===== src/rtl/uop_sequencer.sv =====
// -----------------------------------------------------------------------------
// uop_sequencer
// Microcode sequencer. It walks a registered microcode ROM from address 0 and
// issues one micro-operation at a time to a datapath. It stops on an RDY word,
// on an illegal word, or when the last ROM address is passed.
//
// Ports
//   clk         clock, rising edge
//   rst         synchronous active-high reset
//   ena         start pulse, sampled only while idle
//   rdy         high while idle or finished, low while a program runs
//   err         last run ended on an illegal opcode, an illegal exec field or
//               an address overflow; held until the next start
//   rom_addr    microcode ROM address
//   rom_data    ROM word, valid one cycle after rom_addr
//   uop_ena     one-cycle issue pulse
//   uop_opcode  issued opcode      (rom_data[19:16])
//   uop_src_a   operand A select   (rom_data[15:11])
//   uop_src_b   operand B select   (rom_data[10:6])
//   uop_dst     destination select (rom_data[5:2])
//   uop_done    datapath completion pulse for the outstanding uop
//   uop_cmp_eq  compare result, valid together with uop_done of a CMP
// -----------------------------------------------------------------------------
module uop_sequencer #(
    parameter int ADDR_W = 6,
    parameter int UOP_W  = 20
) (
    input  logic              clk,
    input  logic              rst,
    input  logic              ena,
    output logic              rdy,
    output logic              err,
    output logic [ADDR_W-1:0] rom_addr,
    input  logic [UOP_W-1:0]  rom_data,
    output logic              uop_ena,
    output logic [3:0]        uop_opcode,
    output logic [4:0]        uop_src_a,
    output logic [4:0]        uop_src_b,
    output logic [3:0]        uop_dst,
    input  logic              uop_done,
    input  logic              uop_cmp_eq
);

    typedef enum logic [2:0] {
        ST_IDLE   = 3'd0,
        ST_FETCH  = 3'd1,
        ST_DECODE = 3'd2,
        ST_WAIT   = 3'd3,
        ST_DONE   = 3'd4
    } state_t;

    localparam logic [3:0]        OP_RDY    = 4'd0;
    localparam logic [3:0]        OP_CMP    = 4'd5;
    localparam logic [1:0]        EX_ALWAYS = 2'b00;
    localparam logic [ADDR_W-1:0] ADDR_ZERO = {ADDR_W{1'b0}};
    localparam logic [ADDR_W-1:0] ADDR_LAST = {ADDR_W{1'b1}};
    localparam logic [ADDR_W-1:0] ADDR_ONE  = {{(ADDR_W-1){1'b0}}, 1'b1};

    // Opcodes RDY..CMP are defined; everything above CMP is illegal.
    function automatic logic opcode_legal(input logic [3:0] op);
        return (op <= OP_CMP);
    endfunction

    // Exec fields 2'b10 and 2'b11 are reserved.
    function automatic logic exec_legal(input logic [1:0] ex);
        return (ex[1] == 1'b0);
    endfunction

    state_t            state_r,    state_s;
    logic [ADDR_W-1:0] rom_addr_r, rom_addr_s;
    logic              rdy_r,      rdy_s;
    logic              err_r,      err_s;
    logic              uop_ena_r,  uop_ena_s;
    logic [3:0]        opcode_r,   opcode_s;
    logic [4:0]        src_a_r,    src_a_s;
    logic [4:0]        src_b_r,    src_b_s;
    logic [3:0]        dst_r,      dst_s;
    logic              cmp_flag_r, cmp_flag_s;

    logic [3:0]        dec_op_s;
    logic [1:0]        dec_ex_s;

    assign dec_op_s = rom_data[19:16];
    assign dec_ex_s = rom_data[1:0];

    // Next-state, next-output and datapath-register update logic.
    always_comb begin
        state_s    = state_r;
        rom_addr_s = rom_addr_r;
        rdy_s      = rdy_r;
        err_s      = err_r;
        uop_ena_s  = 1'b0;
        opcode_s   = opcode_r;
        src_a_s    = src_a_r;
        src_b_s    = src_b_r;
        dst_s      = dst_r;
        cmp_flag_s = cmp_flag_r;

        case (state_r)
            ST_IDLE: begin
                rdy_s = 1'b1;
                if (ena) begin
                    state_s    = ST_FETCH;
                    rom_addr_s = ADDR_ZERO;
                    cmp_flag_s = 1'b0;
                    err_s      = 1'b0;
                    rdy_s      = 1'b0;
                end else begin
                    state_s = ST_IDLE;
                end
            end

            ST_FETCH: begin
                state_s = ST_DECODE;
            end

            ST_DECODE: begin
                if (dec_op_s == OP_RDY) begin
                    state_s = ST_DONE;
                    rdy_s   = 1'b1;
                end else if (!opcode_legal(dec_op_s) || !exec_legal(dec_ex_s)) begin
                    err_s   = 1'b1;
                    state_s = ST_DONE;
                    rdy_s   = 1'b1;
                end else if ((dec_ex_s == EX_ALWAYS) || cmp_flag_r) begin
                    uop_ena_s = 1'b1;
                    opcode_s  = dec_op_s;
                    src_a_s   = rom_data[15:11];
                    src_b_s   = rom_data[10:6];
                    dst_s     = rom_data[5:2];
                    state_s   = ST_WAIT;
                end else if (rom_addr_r == ADDR_LAST) begin
                    // Skipped the last word without meeting RDY: never wrap.
                    err_s   = 1'b1;
                    state_s = ST_DONE;
                    rdy_s   = 1'b1;
                end else begin
                    rom_addr_s = rom_addr_r + ADDR_ONE;
                    state_s    = ST_FETCH;
                end
            end

            ST_WAIT: begin
                // A done pulse coinciding with the issue pulse belongs to no uop.
                if (uop_done && !uop_ena_r) begin
                    if (opcode_r == OP_CMP) begin
                        cmp_flag_s = uop_cmp_eq;
                    end else begin
                        cmp_flag_s = cmp_flag_r;
                    end
                    if (rom_addr_r == ADDR_LAST) begin
                        err_s   = 1'b1;
                        state_s = ST_DONE;
                        rdy_s   = 1'b1;
                    end else begin
                        rom_addr_s = rom_addr_r + ADDR_ONE;
                        state_s    = ST_FETCH;
                    end
                end else begin
                    state_s = ST_WAIT;
                end
            end

            ST_DONE: begin
                state_s = ST_IDLE;
                rdy_s   = 1'b1;
            end

            default: begin
                state_s = ST_IDLE;
                rdy_s   = 1'b1;
            end
        endcase
    end

    // State and output registers with synchronous reset.
    always_ff @(posedge clk) begin
        if (rst) begin
            state_r    <= ST_IDLE;
            rom_addr_r <= ADDR_ZERO;
            rdy_r      <= 1'b1;
            err_r      <= 1'b0;
            uop_ena_r  <= 1'b0;
            opcode_r   <= 4'd0;
            src_a_r    <= 5'd0;
            src_b_r    <= 5'd0;
            dst_r      <= 4'd0;
            cmp_flag_r <= 1'b0;
        end else begin
            state_r    <= state_s;
            rom_addr_r <= rom_addr_s;
            rdy_r      <= rdy_s;
            err_r      <= err_s;
            uop_ena_r  <= uop_ena_s;
            opcode_r   <= opcode_s;
            src_a_r    <= src_a_s;
            src_b_r    <= src_b_s;
            dst_r      <= dst_s;
            cmp_flag_r <= cmp_flag_s;
        end
    end

    assign rdy        = rdy_r;
    assign err        = err_r;
    assign rom_addr   = rom_addr_r;
    assign uop_ena    = uop_ena_r;
    assign uop_opcode = opcode_r;
    assign uop_src_a  = src_a_r;
    assign uop_src_b  = src_b_r;
    assign uop_dst    = dst_r;

endmodule

===== config.mk =====
export PLATFORM = sky130hd
export DESIGN_NAME = uop_sequencer
export DESIGN_NICKNAME = d
export VERILOG_FILES = /design/src/rtl/uop_sequencer.sv
export SDC_FILE = /design/constraint.sdc
export NUM_CORES = 1
export LEC_CHECK = 0
export ABC_AREA = 1
export CAP_MARGIN = 30
export CORE_AREA = 2 2 62 64
export DETAILED_ROUTE_END_ITERATION = 10
export DIE_AREA = 0 0 64 66
export GPL_TIMING_DRIVEN = 1
export PLACE_DENSITY = 0.76
export SETUP_SLACK_MARGIN = 0.05
export SYNTH_ARGS = -nofsm -noshare
export SYNTH_HDL_FRONTEND = slang
export SYNTH_SLANG_ARGS = --single-unit

===== constraint.sdc =====
create_clock -name clk -period 1.7 [get_ports clk]
set_input_delay 0.34 -clock clk [delete_from_list [all_inputs] [get_ports clk]]
set_output_delay 0.34 -clock clk [all_outputs]
set_load 0.02 [all_outputs]

-- Word-level counts from Yosys, hierarchy flattened
Cells that the tools add are included.
- logic and storage cells: 77
- bits in registers: 31
- bits of input ports: 25
- equality and inequality tests: 13
- order comparisons: 1
- reductions and logical operators: 16
- mux-type cells: 32
- bitwise logic cells: 4
- $add $sub $neg: 1
- operators with widths (cell ; count):
    2-to-1 mux 6 bit ; 6
    case mux 6 bit (3 select lines) ; 1
    2-to-1 mux 1 bit ; 16
    2-to-1 mux 3 bit ; 5
    != test 2 bit, second input constant ; 6
    case mux 3 bit (4 select lines) ; 1
    AND reduction 4 bit ; 2
    adder 6 x 1 -> 6 bit, second input constant ; 1
    equality test 3 x 2 -> 1 bit, second input constant ; 2
    equality test 6 bit, second input constant ; 1
    AND reduction 6 bit ; 1
    AND reduction 5 bit ; 1
    equality test 4 x 3 -> 1 bit, second input constant ; 1
    <= comparator 4 x 3 -> 1 bit, second input constant ; 1
    zero test 4 bit ; 1
    != test 4 bit, second input constant ; 1
    inverter 1 bit ; 4
    case mux 1 bit (4 select lines) ; 1
    OR reduction 4 bit ; 1
    equality test 3 x 1 -> 1 bit, second input constant ; 1
    zero test 3 bit ; 1
    != test 3 bit, second input constant ; 1
    case mux 1 bit (3 select lines) ; 1
    AND reduction 3 bit ; 1
    7 further kinds ; 9

-- Logic depth before layout (Yosys ltp)
- depth after elaboration: 6
- mapped depth: 11

-- Worst setup path after synthesis
OpenSTA, ideal clock, no wires.
- kind: register to register
- start: reg rom_addr_r[0] (netlist: rom_addr[0])
- end: reg rom_addr_r[1] (netlist: rom_addr[1])
- setup time: 0.121 ns
- path slack: 0.214 ns
- path buffers: 0
- period minus slack after synthesis: 1.486 ns
- stages on the path, launching flop included: 11
- arrival: 1.365 ns
- path through: dfxtp_1 -> ha_1 -> nand2_1 -> inv_1 -> nand3_1 -> nand2_1 -> nor2_4 -> nand2_4 -> nand2_1 -> nand2_1 -> nor2_1
- word-level cells in the longest chain between the ends: 6
- elaborated cells between the ends (all ways): 8
- those cells by class: add/sub: 1; eq/ne: 1; mux: 6
- RTL lines (element ; line ; source):
    start, declared ; 70 ; logic [ADDR_W-1:0] rom_addr_r, rom_addr_s;
    start signal, assigned ; 191 ; rom_addr_r <= rom_addr_s;
    adder 6 x 1 -> 6 bit / equality test 6 bit (equally long branches) ; n/a ;
    2-to-1 mux 6 bit (*) ; 132, 151 ;
    2-to-1 mux 6 bit ; 125 ; end else if ((dec_ex_s == EX_ALWAYS) || cmp_flag_r) begin
    2-to-1 mux 6 bit ; 121 ; end else if (!opcode_legal(dec_op_s) || !exec_legal(dec_ex_s)) begin
    2-to-1 mux 6 bit ; 118 ; if (dec_op_s == OP_RDY) begin
    case mux 6 bit (3 select lines) (*) ; 99 ; case (state_r)
Every way passes the cells marked *; elsewhere a longest branch is shown, timed or not. The select of a mux whose other input is x is not followed.
A chain may end at the register's enable or synchronous reset.

-- Worst setup path in the final report
- start: reg rom_addr_r[1] (netlist: rom_addr[1])
- end: reg rom_addr_r[5] (netlist: rom_addr[5])
The elaborated chain is that of the path after synthesis.

==> results.json <==
{
  "routed_wl_mm": 3.93,
  "reg2reg_slack_ns": 0.18,
  "ctsHtreeMaxLevel": 2,
  "ctsHoldBuffers": 0,
  "dr.pass1.iters": 4,
  "rsz0062_at_grt": "yes",
  "antenna_left": 0,
  "cts_tree": "done",
  "power_density_nw_per_um2": 726,
  "fin_util_pct": 64.2,
  "fin_area_um2": 2280,
  "drv_slew": 0,
  "diodes": 0,
  "vias_per_cell": 4.69,
  "core_area_um2": 3550,
  "die_w_um": 64,
  "cp_common_cell": "nand2_1",
  "maxCapViolations": 0,
  "fin_skew_ns": 0.00861,
  "num_io_pins": 52,
  "grt_overflow_total": 0,
  "comb_power_share_pct": 17.6,
  "fin_crit_sh_pct": 89.2,
  "timing.critical_path.max_delay_family": "simple AND/OR/NAND/NOR gates",
  "num_vias": 1581,
  "max_freq_ghz": 0.660,
  "swShare_pct": 25.5,
  "syn_nets": 246,
  "whs_ns": 0.481,
  "power_frac_clock_pct": 36.3,
  "crit_required_ns": 1.96,
  "path_class": "reg2reg",
  "cp_data_arrival_time_ns": 1.78,
  "grt_pass1_vias": 1383,
  "cts.sinks": 31,
  "wire_per_inst_um": 11.6,
  "nets": 314,
  "synth-seq-area-share_pct": 41.4,
  "cts_made_buffers": 5,
  "grt_max_degree": 14,
  "die_h_um": 66,
  "path_buf_inv": 1,
  "areaGrowthSynthToFinish_pct": 52.0,
  "syn-cell-area_um2": 1500,
  "power.internal_uw": 1230,
  "min-delay-start": "uop_dst[3]$_SDFFE_PP0P_",
  "r2r_start": "rom_addr[1]$_SDFFE_PP0P_",
  "root_buffer": "clkbuf_4",
  "finalHoldViolCount": 0,
  "initial_core_util_pct": 42.2,
  "dpl_cell_area_um2": 2150,
  "drt_iter0_markers": 102,
  "drc": 0,
  "ys_seq_elements": 31,
  "max_slew_margin_pct": 77.4,
  "grt_pass1_wl_mm": 6.20,
  "antenna_found_initial": 0,
  "clkTransAtPathRegs_ns": 0.09,
  "drive_gt1_share_pct": 14.2,
  "synth.distinct_cells": 23,
  "outcome": "finished clean",
  "syn_area_per_cell_um2": 6.82,
  "syn_inst": 220,
  "hpwl_mm": 2.93,
  "yosys_warnings": 0,
  "setup_viol": 0,
  "p_leak_uw": 0.00121,
  "finalCriticalPeriod_ns": 1.52,
  "grtUsageTotal_pct": 19.2,
  "clk_latency_ns": 0.34,
  "worst_slew_pin_slew_ns": 0.335,
  "num_rows": 22,
  "gp_congestion": 0.902,
  "power.total_uw": 1650,
  "port_buffers": 51,
  "cp-end-kind": "flop",
  "max-vdd-ir-drop_mv": 0.421,
  "clk_path_buf_depth": 2,
  "p_sw_uw": 422,
  "dieArea_um2": 4220,
  "cp_max_fo": 7,
  "setup.worst_path.start": "rom_addr[1]$_SDFFE_PP0P_",
  "worstPathCellList": "ha_1, nand2_1, inv_1, nand3_2, nand2_1, nor2_4, nand3_1, a21oi_1",
  "max_stage_delay_ns": 0.35,
  "seqPwrFrac_pct": 46.1,
  "startpoint_type": "flop",
  "hold_path_class": "reg2reg",
  "crit_path_top_delay_cell": "dfxtp_2",
  "cts_setup_buffers": 0
}
synth_stat cells:
cell,n,area (um2)
a21oi_1,12,60.1
a31oi_1,1,6.26
buf_6,3,33.8
clkbuf_1,2,7.51
dfxtp_1,31,621
ha_1,1,12.5
inv_1,18,67.6
inv_2,3,11.3
nand2_1,47,176
nand2_2,3,18.8
nand2_4,2,22.5
nand3_1,17,85.1
nand3b_1,2,15.0
nand4_1,3,18.8
nor2_1,48,180
nor2_2,1,6.26
nor2_4,3,33.8
nor3_1,2,10.0
o211ai_1,1,7.51
o21ai_0,12,60.1
o21ai_1,6,30.0
o21bai_1,1,7.51
xor2_1,1,8.76
through the flow:
step           setup TNS [ns]  instances  setup slack [ns]
2_1_floorplan               0        220             0.214
3_3_place_gp           -0.721        329           -0.0901
3_5_place_dp            -1.25        329            -0.128
4_1_cts                     0        337            0.0523
5_1_grt                     0        337           0.00278
6_report                    0        337             0.184
kinds of logic (layout without fill, tap and decap cells):
family / after synthesis / after routing / synth area share (%)
AO/OA/AOI/OAI: 33 / 33 / 11.4
XOR/XNOR: 1 / 1 / 0.584
adder cells (fa/ha/maj): 1 / 1 / 0.834
buffers and inverters: 26 / 95 / 8.01
flip-flops: 31 / 31 / 41.4
AND/OR/NAND/NOR: 128 / 128 / 37.8
repair_timing:
item,in CTS,in global routing
gates resized for setup,14,19
endpoints found under the setup margin,14,21
pin swaps,0,1
flip-flops by register name, summed over array words and instances, names as in the netlist, 3 cells and up:
| signal | flops |
|---|---|
| uop_dst | 4 |
| rom_addr | 6 |
| uop_opcode | 4 |
| uop_src_a | 5 |
| uop_src_b | 5 |
| state_r | 3 |
final cells by class:
class / instances / area, um2
sequential: 31 / 622
multi-input combinational: 163 / 782
timing repair buffer: 66 / 651
clock inverter: 2 / 35.0
clock buffer: 6 / 51.3
inverter: 21 / 78.8
tap: 48 / 60.1
fill: 310 / 1270
placed cells by master (no fill, tap or decap), drive strengths merged:
cell / instances
buf: 15
o211ai: 1
bufinv: 1
nand2: 52
nor3: 2
a21oi: 12
clkdlybuf4s50: 24
nand3: 17
clkbuf: 6
o21ai: 18
dfxtp: 31
nand4: 3
a31oi: 1
o21bai: 1
dlymetal6s2s: 13
dlygate4sd2: 14
xor2: 1
inv: 21
ha: 1
nor2: 52
nand3b: 2
clkinv: 1
power by group through the flow:
stage / Combinational [uW] / Sequential (uW) / Clock (uW)
after global placement: 289 / 780 / 0
after detailed placement: 290 / 780 / 0
final: 291 / 763 / 600
after floorplan: 141 / 794 / 0
after global routing: 321 / 767 / 653
after CTS: 288 / 763 / 622
worst paths after layout:
kind	to	depth (start not counted)
min	uop_dst[3]$_SDFFE_PP0P_	2
max reg2reg	rom_addr[5]$_SDFFE_PP0P_	8
max	rom_addr[5]$_SDFFE_PP0P_	8
min reg2reg	uop_dst[3]$_SDFFE_PP0P_	2
worst min-delay path, delay by kind of cell, from the launching register on:
kind             cells  cell delay (ns)
flip-flops           1             0.33
AND/OR/NAND/NOR      2             0.12
layer usage:
layer	vias up	GRT usage (%)	share of wire, %
met5	-	0	0
met4	0	9.24	1.7
met2	43	29.4	45
li1	839	-	-
met1	693	25.1	48
met3	6	4.77	5.4
No activity file was read; power rests on OpenSTA's default activity.
